`src/rtl/uart_burst_transmitter.sv`:
```
// Burst UART transmitter: one MSB-first sync frame followed by 1..128 LSB-first
// data frames pulled from a valid/ready byte source, with every bit held CLKS_PER_BIT clocks.
module uart_burst_transmitter #(
    parameter int unsigned CLKS_PER_BIT = 1,
    parameter logic [7:0]  SYNC_BYTE    = 8'h7E
) (
    input  logic       clk,
    input  logic       rst_n,
    input  logic       start,
    input  logic [6:0] burst_len,
    input  logic [7:0] data_in,
    input  logic       data_valid,
    output logic       data_ready,
    output logic       tx,
    output logic       busy,
    output logic       done
);

    localparam int unsigned   TW    = (CLKS_PER_BIT > 1) ? $clog2(CLKS_PER_BIT) : 1;
    localparam logic [TW-1:0] TMAX  = TW'(CLKS_PER_BIT - 1);
    localparam logic [TW-1:0] TZERO = TW'(0);
    localparam logic [TW-1:0] TONE  = TW'(1);

    typedef enum logic [3:0] {
        S_IDLE       = 4'd0,
        S_SYNC_START = 4'd1,
        S_SYNC       = 4'd2,
        S_SYNC_STOP  = 4'd3,
        S_LOAD       = 4'd4,
        S_DATA_START = 4'd5,
        S_DATA       = 4'd6,
        S_DATA_STOP  = 4'd7,
        S_FIN        = 4'd8
    } state_t;

    state_t        r_state;
    logic [TW-1:0] r_timer;
    logic [2:0]    r_bit_idx;
    logic [6:0]    r_frames_left;
    logic [7:0]    r_shift;
    logic          r_tx;
    logic          r_busy;
    logic          r_done;
    logic          r_data_ready;

    state_t        w_state_nxt;
    logic [TW-1:0] w_timer_nxt;
    logic [2:0]    w_bit_idx_nxt;
    logic [6:0]    w_frames_nxt;
    logic [7:0]    w_shift_nxt;
    logic          w_bit_end;
    logic          w_tx_nxt;
    logic          w_busy_nxt;
    logic          w_done_nxt;
    logic          w_ready_nxt;

    // Next-state logic: bit-timed states advance only when the bit timer wraps.
    always_comb begin
        w_bit_end     = (r_timer == TMAX);
        w_state_nxt   = r_state;
        w_timer_nxt   = w_bit_end ? TZERO : (r_timer + TONE);
        w_bit_idx_nxt = r_bit_idx;
        w_frames_nxt  = r_frames_left;
        w_shift_nxt   = r_shift;
        case (r_state)
            S_IDLE: begin
                w_timer_nxt = TZERO;
                if (start) begin
                    w_state_nxt  = S_SYNC_START;
                    w_frames_nxt = burst_len;
                end else begin
                    w_state_nxt  = S_IDLE;
                end
            end
            S_SYNC_START: begin
                if (w_bit_end) begin
                    w_state_nxt   = S_SYNC;
                    w_bit_idx_nxt = 3'd0;
                end else begin
                    w_state_nxt   = S_SYNC_START;
                end
            end
            S_SYNC: begin
                if (w_bit_end && (r_bit_idx == 3'd7)) begin
                    w_state_nxt   = S_SYNC_STOP;
                end else if (w_bit_end) begin
                    w_bit_idx_nxt = r_bit_idx + 3'd1;
                end else begin
                    w_state_nxt   = S_SYNC;
                end
            end
            S_SYNC_STOP: begin
                if (w_bit_end) begin
                    w_state_nxt = S_LOAD;
                end else begin
                    w_state_nxt = S_SYNC_STOP;
                end
            end
            S_LOAD: begin
                // The line idles high here for as long as the source is starved.
                w_timer_nxt = TZERO;
                if (data_valid && r_data_ready) begin
                    w_shift_nxt = data_in;
                    w_state_nxt = S_DATA_START;
                end else begin
                    w_state_nxt = S_LOAD;
                end
            end
            S_DATA_START: begin
                if (w_bit_end) begin
                    w_state_nxt   = S_DATA;
                    w_bit_idx_nxt = 3'd0;
                end else begin
                    w_state_nxt   = S_DATA_START;
                end
            end
            S_DATA: begin
                if (w_bit_end && (r_bit_idx == 3'd7)) begin
                    w_state_nxt   = S_DATA_STOP;
                end else if (w_bit_end) begin
                    w_bit_idx_nxt = r_bit_idx + 3'd1;
                end else begin
                    w_state_nxt   = S_DATA;
                end
            end
            S_DATA_STOP: begin
                if (w_bit_end && (r_frames_left == 7'd0)) begin
                    w_state_nxt  = S_FIN;
                end else if (w_bit_end) begin
                    w_frames_nxt = r_frames_left - 7'd1;
                    w_state_nxt  = S_LOAD;
                end else begin
                    w_state_nxt  = S_DATA_STOP;
                end
            end
            S_FIN: begin
                w_timer_nxt = TZERO;
                w_state_nxt = S_IDLE;
            end
            default: begin
                w_timer_nxt = TZERO;
                w_state_nxt = S_IDLE;
            end
        endcase
    end

    // Output decode from the next state so every output leaves a flop aligned with the state.
    always_comb begin
        w_tx_nxt    = 1'b1;
        w_busy_nxt  = 1'b1;
        w_done_nxt  = 1'b0;
        w_ready_nxt = 1'b0;
        case (w_state_nxt)
            S_IDLE:       w_busy_nxt  = 1'b0;
            S_SYNC_START: w_tx_nxt    = 1'b0;
            S_SYNC:       w_tx_nxt    = SYNC_BYTE[3'd7 - w_bit_idx_nxt];
            S_SYNC_STOP:  w_tx_nxt    = 1'b1;
            S_LOAD:       w_ready_nxt = 1'b1;
            S_DATA_START: w_tx_nxt    = 1'b0;
            S_DATA:       w_tx_nxt    = w_shift_nxt[w_bit_idx_nxt];
            S_DATA_STOP:  w_tx_nxt    = 1'b1;
            S_FIN: begin
                w_busy_nxt = 1'b0;
                w_done_nxt = 1'b1;
            end
            default:      w_busy_nxt  = 1'b0;
        endcase
    end

    // State, counters and registered outputs; reset abandons any frame in flight.
    always_ff @(posedge clk or negedge rst_n) begin
        if (!rst_n) begin
            r_state       <= S_IDLE;
            r_timer       <= TZERO;
            r_bit_idx     <= 3'd0;
            r_frames_left <= 7'd0;
            r_shift       <= 8'd0;
            r_tx          <= 1'b1;
            r_busy        <= 1'b0;
            r_done        <= 1'b0;
            r_data_ready  <= 1'b0;
        end else begin
            r_state       <= w_state_nxt;
            r_timer       <= w_timer_nxt;
            r_bit_idx     <= w_bit_idx_nxt;
            r_frames_left <= w_frames_nxt;
            r_shift       <= w_shift_nxt;
            r_tx          <= w_tx_nxt;
            r_busy        <= w_busy_nxt;
            r_done        <= w_done_nxt;
            r_data_ready  <= w_ready_nxt;
        end
    end

    assign tx         = r_tx;
    assign busy       = r_busy;
    assign done       = r_done;
    assign data_ready = r_data_ready;

endmodule

```
`config.mk`:
```
export PLATFORM = sky130hd
export DESIGN_NAME = uart_burst_transmitter
export DESIGN_NICKNAME = d
export VERILOG_FILES = /design/src/rtl/uart_burst_transmitter.sv
export SDC_FILE = /design/constraint.sdc
export NUM_CORES = 1
export LEC_CHECK = 0
export BUFFER_PORTS_ARGS = -buffer_cell sky130_fd_sc_hd__clkbuf_2
export CAP_MARGIN = 20
export CORE_MARGIN = 5
export CORE_UTILIZATION = 37
export DETAILED_ROUTE_END_ITERATION = 12
export REMOVE_ABC_BUFFERS = 1
export SLEW_MARGIN = 0
export SYNTH_ARGS = -nofsm -noshare
export SYNTH_HDL_FRONTEND = slang
export SYNTH_SLANG_ARGS = --single-unit
```
`constraint.sdc`:
```
create_clock -name clk -period 1.8 [get_ports clk]
set_input_delay 0 -clock clk [delete_from_list [all_inputs] [get_ports clk]]
set_output_delay 0 -clock clk [all_outputs]
set_load 0.01 [all_outputs]
```
==> flow_summary_export.csv, run 1 <==
group,metric,value,unit
run_status,outcome,"finished with violations",
run_status,violations,"setup timing",
timing,post-route-period-util,1.14,
timing,worst_slew_pin_slew,645,ps
timing,setup_violations,1,
timing,slew_violations,0,
clock_network,numClockSinks,26,
global_route,antenna_found_initial,0,
logic_synthesis,synth_flop_cell,"dfrtp_1",
place,post-place-ws,-332,ps
timing,max_slew_margin,0.570,
pwr,ir_drop,1.02,mV
setup_path,r2r_start,"r_bit_idx[1]",
logic_synthesis,synth-seq-cells,26,
global_route,grt.total_usage,0.148,
clock_network,clock_latency,270,ps
detailed_routing,ant_nets,0,
logic_synthesis,synth_async_sr_flop_share,1.00,
floorplanning,initial_utilization,0.390,
timing,fin_skew,4.37,ps
setup_path,startpoint_type,"flip-flop",
setup_path,crit_path_end_kind,"flip-flop",
finish,final_util,0.583,
setup_path,arrival,2220,ps
logic_synthesis,synth_area,1460,sq um
logic_synthesis,synth.avg_cell_area,9.68,sq um
finish,n_antenna_cell,0,
detailed_routing,vias_per_cell,5.25,
min_path,min_to,"r_frames_left[1]",
setup_path,path_class,"reg2reg",
detailed_routing,drtIter0Drc,62,
place,dp_cells,252,
logic_synthesis,synth_cell_types,49,
setup_path,worst-r2r-setup-slack,-250,ps
timing,min_period,2050,ps
global_route,grt_pass1_vias,1432,
finish,final_cells,265,
logic_synthesis,yosysWarnings,0,
pwr,power.total,4.02,mW
logic_synthesis,yosysSeqAreaShare,0.446,
clock_network,tritoncts,"yes",
min_path,worstHoldPathType,"in2reg",
logic_synthesis,netlist.area_leader.share,0.428,
place,post-dp-hpwl,2730,microns
setup_path,cp.required,1970,ps
global_route,grt-ovfl-total,0,
place,port_buffers,22,
detailed_routing,finalWirelength,3810,microns
clock_network,htree_num_levels,1,
floorplanning,fp.dieArea,5310,sq um
detailed_routing,routedWlPerCell,14.4,microns
floorplanning,core_area,3740,sq um
setup_path,path_max_fanout,5,
pwr,p_per_area,1850,nW/um^2
clock_network,clockBufferDepth,2,
detailed_routing,vias,1390,
global_route,grt_pass1_wl,6310,microns
finish,num-nets-final,240,
setup_path,slowest_stage,"dfrtp_1",
clock_network,cts_root_buf,"clkbuf_8",
floorplanning,die_x,72.8,microns
place,gp_congestion,0.894,
timing,rsz0062_at_grt,"yes",
flow_run,cap_violations,0,
logic_synthesis,syn_inst,151,
clock_network,clk_pin_slew,90,ps
timing,fmax,488,MHz
logic_synthesis,synth_edf_count,0,
detailed_routing,drt_first_pass_iters,4,
min_path,min-delay-start,"burst_len[1]",
floorplanning,io_pins,23,
setup_path,r2r-end,"tx",
global_route,grt_max_degree,27,
setup_path,rr_worst_depth,8,
clock_network,cts_made_buffers,3,
setup_path,path_cells,"ha_2, a21bo_4, a22oi_2, buf_6, a221oi_4, a2111oi_4, nor4_2, o32ai_1",
finish,layout-drive-gt1-share,0.442,
timing,hold_viol_final,0,
logic_synthesis,synth_area_leaders,"dfrtp_1, o21ai_0, nor2_1",
min_path,hold-path-cell-count,3,
setup_path,critPathMaxStageDelay,400,ps
floorplanning,dieHeight,72.8,microns
pwr,power.leakage,1.02,nW
timing,setup_ws,-251,ps
floorplanning,rows,22,
logic_synthesis,yosys.area.top_type,"dfrtp_1",
detailed_routing,route.detailed.drc,0,
finish,syn_to_final_growth,49.2,%
## cells in the mapped netlist (all sizes together), types with 4 or more instances
cell and instances:
and2 5, buf 4, dfrtp 25, a21boi 4, a221oi 4, inv 11
mux2i 4, nand3 4, a2111oi 4, a21o 5, nor2 15, nand2 9
o21ai 11
## worst max-delay path: cells and delay by family (launching register included)
family | cells | cell delay (ps)
and+or+nand+nor | 1 | 90
buffers and inverters | 1 | 160
DFF | 1 | 400
AOI/OAI and AO/OA | 5 | 1080
adders and majority gates | 1 | 220
## sequential cells by signal, summed over array words and instances, names as in the netlist
| signal | cells |
|---|---|
| r_bit_idx | 3 |
| busy | 1 |
| r_frames_left | 7 |
| tx | 1 |
| done | 1 |
| r_shift | 8 |
| data_ready | 1 |
| r_state | 4 |
## layer usage
layer | part of all wire | track usage | vias up
li1 | - | - | 685
met5 | 0 | 0 | -
met4 | 0.0063 | 0.0307 | 0
met2 | 0.51 | 0.254 | 27
met1 | 0.44 | 0.193 | 674
met3 | 0.039 | 0.0317 | 4
## cell families after synthesis
kind of cell,after synthesis,synth area share
AOI/OAI and AO/OA,50,0.256
and+or+nand+nor,48,0.170
DFF,26,0.446
buffers and inverters,18,0.0608
muxes,5,0.0351
adders and majority gates,3,0.0257
xor gates and xnor gates,1,0.00599
## repair_timing
item / 4_1_cts / 5_1_grt
hold endpoints to repair: 31 / 0
pin swaps: 10 / 4
hold buffers: 7 / 0
resized for setup: 23 / 14
endpoints found under the setup margin: 9 / 9
buffers inserted: 1 / 1
## report_power, final
| group | switching (mW) | internal (mW) | total (mW) | leakage, nW |
|---|---|---|---|---|
| Sequential | 0.134 | 0.854 | 0.988 | 0.312 |
| Clock | 0.183 | 0.159 | 0.342 | 0.0228 |
| Combinational | 1.35 | 1.35 | 2.69 | 0.683 |
| Total | 1.66 | 2.36 | 4.02 | 1.02 |
## placed cells by master (no fill, tap or decap), drive strengths merged, types with 5 or more instances in the layout
cell / n
buf: 40
clkbuf: 26
dfrtp: 25
nor2: 15
o21ai: 11
inv: 11
nand2: 9
dlygate4sd3: 7
a21o: 5
and2: 5
## layout make-up
cell class	instances	area [sq um]
Clock buffer	4	45.0
Fill cell	333	1560
Inverter	11	41.3
Multi-Input combinational cell	107	895
Sequential cell	26	652
Tap cell	48	60.1
Timing Repair Buffer	69	488
## stage by stage
stage | TNS (ps) | instance area (sq um) | hold WS (ps)
6_report | -251 | 2180 | 1.33
5_1_grt | -326 | 2180 | 22.7
4_1_cts | -238 | 2110 | 0.285
3_5_place_dp | -478 | 1870 | 61.2
3_3_place_gp | -222 | 1870 | 50.8
2_1_floorplan | -205 | 1410 | -296
## worst max-delay path by stage
stage,start,end,depth (start not counted)
after floorplan,r_bit_idx[0],tx,8
after global placement,r_bit_idx[0],tx,8
after detailed placement,r_bit_idx[0],tx,8
after CTS,r_bit_idx[1],tx,8
after global routing,r_bit_idx[1],tx,8
final,r_bit_idx[1],tx,8
Power figures use the tool's default switching activity.
==> inputs of run 2 (changes only) <==
--- a/config.mk
+++ b/config.mk
@@ -7,9 +7,10 @@
 export LEC_CHECK = 0
 export BUFFER_PORTS_ARGS = -buffer_cell sky130_fd_sc_hd__clkbuf_2
 export CAP_MARGIN = 20
-export CORE_MARGIN = 5
-export CORE_UTILIZATION = 37
+export CORE_MARGIN = 2
+export CORE_UTILIZATION = 50
 export DETAILED_ROUTE_END_ITERATION = 12
+export PLACE_DENSITY = 0.75
 export REMOVE_ABC_BUFFERS = 1
 export SLEW_MARGIN = 0
 export SYNTH_ARGS = -nofsm -noshare
==> flow_summary_export.csv, run 2 (synthesis results as in run 1) <==
group,metric,value,unit
run_status,outcome,"finished with violations",
run_status,violations,"setup timing",
detailed_routing,finalWirelength,3970,microns
detailed_routing,route.detailed.drc,0,
global_route,grt_pass1_vias,1439,
timing,setup_ws,-237,ps
floorplanning,io_pins,23,
setup_path,path_buf_inv,0,
floorplanning,fp.dieArea,3370,sq um
detailed_routing,ant_nets,0,
timing,slew_violations,0,
setup_path,path_class,"reg2reg",
global_route,antenna_found_initial,0,
floorplanning,dieHeight,58.1,microns
setup_path,crit_family,"compound AO/OA/AOI/OAI gates",
finish,mostFrequentLayoutCells,"buf_4, dfrtp_1, clkbuf_2",
setup_path,slowest_stage,"a2111oi_2",
finish,num-nets-final,243,
finish,largest_reg_flops,8,
min_path,min_to,"r_frames_left[2]",
detailed_routing,routedWlPerCell,15.8,microns
clock_network,clockBufferDepth,2,
floorplanning,initial_utilization,0.530,
finish,finalInstanceArea,2190,sq um
place,post-dp-hpwl,2630,microns
timing,hold_ws,3.97,ps
setup_path,path_cells,"nor2b_1, nand2_2, mux2i_1, a2111oi_2, nor4_2, o32ai_1",
clock_network,clk_pin_slew,140,ps
global_route,grt.total_usage,0.239,
timing,fmax,491,MHz
place,gp_congestion,0.914,
setup_path,path_max_fanout,5,
place,port_buffers,22,
setup_path,startpoint_type,"flip-flop",
flow_run,cap_violations,0,
place,post-place-ws,-285,ps
min_path,hold-path-cell-count,4,
timing,post-route-period-util,1.13,
pwr,p_per_area,1810,nW/um^2
min_path,min-delay-start,"burst_len[2]",
clock_network,tritoncts,"yes",
setup_path,critPathMaxStageDelay,480,ps
floorplanning,rows,19,
detailed_routing,drtIter0Drc,66,
pwr,power.leakage,1.02,nW
setup_path,r2r-end,"tx",
timing,max_slew_margin,0.568,
global_route,grt-ovfl-total,0,
finish,n_antenna_cell,0,
finish,layout_commonest_cell,"buf_4",
timing,min_period,2040,ps
finish,regMostFlops,"r_shift",
setup_path,cp.required,2050,ps
global_route,grt_max_degree,27,
global_route,grt_pass1_wl,6090,microns
detailed_routing,vias,1422,
setup_path,worst-r2r-setup-slack,-240,ps
detailed_routing,vias_per_cell,5.67,
timing,tns,-237,ps
timing,rsz0062_at_grt,"yes",
min_path,worstHoldPathType,"in2reg",
setup_path,arrival,2290,ps
timing,hold_viol_final,0,
clock_network,htree_num_levels,1,
setup_path,rr_worst_depth,6,
detailed_routing,drt_first_pass_iters,5,
timing,worst_slew_pin_slew,648,ps
clock_network,clock_latency,340,ps
floorplanning,die_x,58.1,microns
finish,syn_to_final_growth,49.6,%
finish,top_regs,"r_shift x8, r_frames_left x7, r_state x4",
setup_path,crit_path_end_kind,"flip-flop",
finish,layout-drive-gt1-share,0.418,
clock_network,numClockSinks,26,
pwr,power.total,3.95,mW
setup_path,r2r_start,"r_state[3]",
place,place_area,1840,sq um
clock_network,cts_root_buf,"clkbuf_4",
floorplanning,core_area,2760,sq um
clock_network,cts_made_buffers,3,
timing,fin_skew,8.72,ps
timing,setup_violations,1,
pwr,ir_drop,1.34,mV
==> run 2: cell count changes in the layout (fill, tap and decap cells not counted), moves of 3 or more <==
cell and change:
o21ai_0 -3, clkbuf_4 +3, clkbuf_8 -3, dlygate4sd3_1 +6
buf_4 -5, o21ai_1 +3
==> run 2: metrics by stage <==
step | std cells | util
3_3_place_gp | 232 | 0.667
5_1_grt | 251 | 0.793
4_1_cts | 250 | 0.755
2_1_floorplan | 144 | -
6_report | 251 | 0.793
3_5_place_dp | 232 | 0.667
==> run 2: what timing repair did <==
| action | CTS | global route |
|---|---|---|
| resized for setup | 20 | 21 |
| pin swaps | 12 | 9 |
| buffers inserted | 1 | 1 |
| endpoints found under the setup margin | 9 | 8 |
| endpoints found under the hold margin | 37 | 0 |
| hold buffers | 13 | 0 |
==> run 2: layer usage <==
layer	track usage	up-vias	wire, microns
met5	0	-	0
met1	0.283	682	1650
met3	0.0379	11	184
li1	-	688	-
met2	0.422	41	2050
met4	0.110	0	91
==> run 2: worst max path at each step <==
stage / startpoint / end / slack (ps) / depth (start not counted)
floorplan: r_bit_idx[0] / tx / -200 / 8
global placement: r_bit_idx[0] / tx / -210 / 8
detailed placement: r_bit_idx[0] / tx / -280 / 7
CTS: r_bit_idx[1] / tx / -190 / 8
global route: r_state[3] / tx / -360 / 6
finish: r_state[3] / tx / -240 / 6
==> run 2: worst min-delay path, stage by stage <==
cell	delay (ps)
clkbuf_2	80
nand2_1	40
o21ai_0	70
a22o_1	130
==> run 2: cell type report <==
type | count | area, sq um
multi-input combinational | 107 | 885
sequential | 26 | 653
fill | 160 | 572
timing repair buffer | 72 | 542
inverter | 11 | 41.3
tap | 31 | 38.8
clock buffer | 4 | 26.3
==> run 2: report_power, final <==
group	internal (mW)	switching, mW
sequential	0.855	0.154
clock	0.0873	0.183
combinational	1.31	1.35
total	2.26	1.69
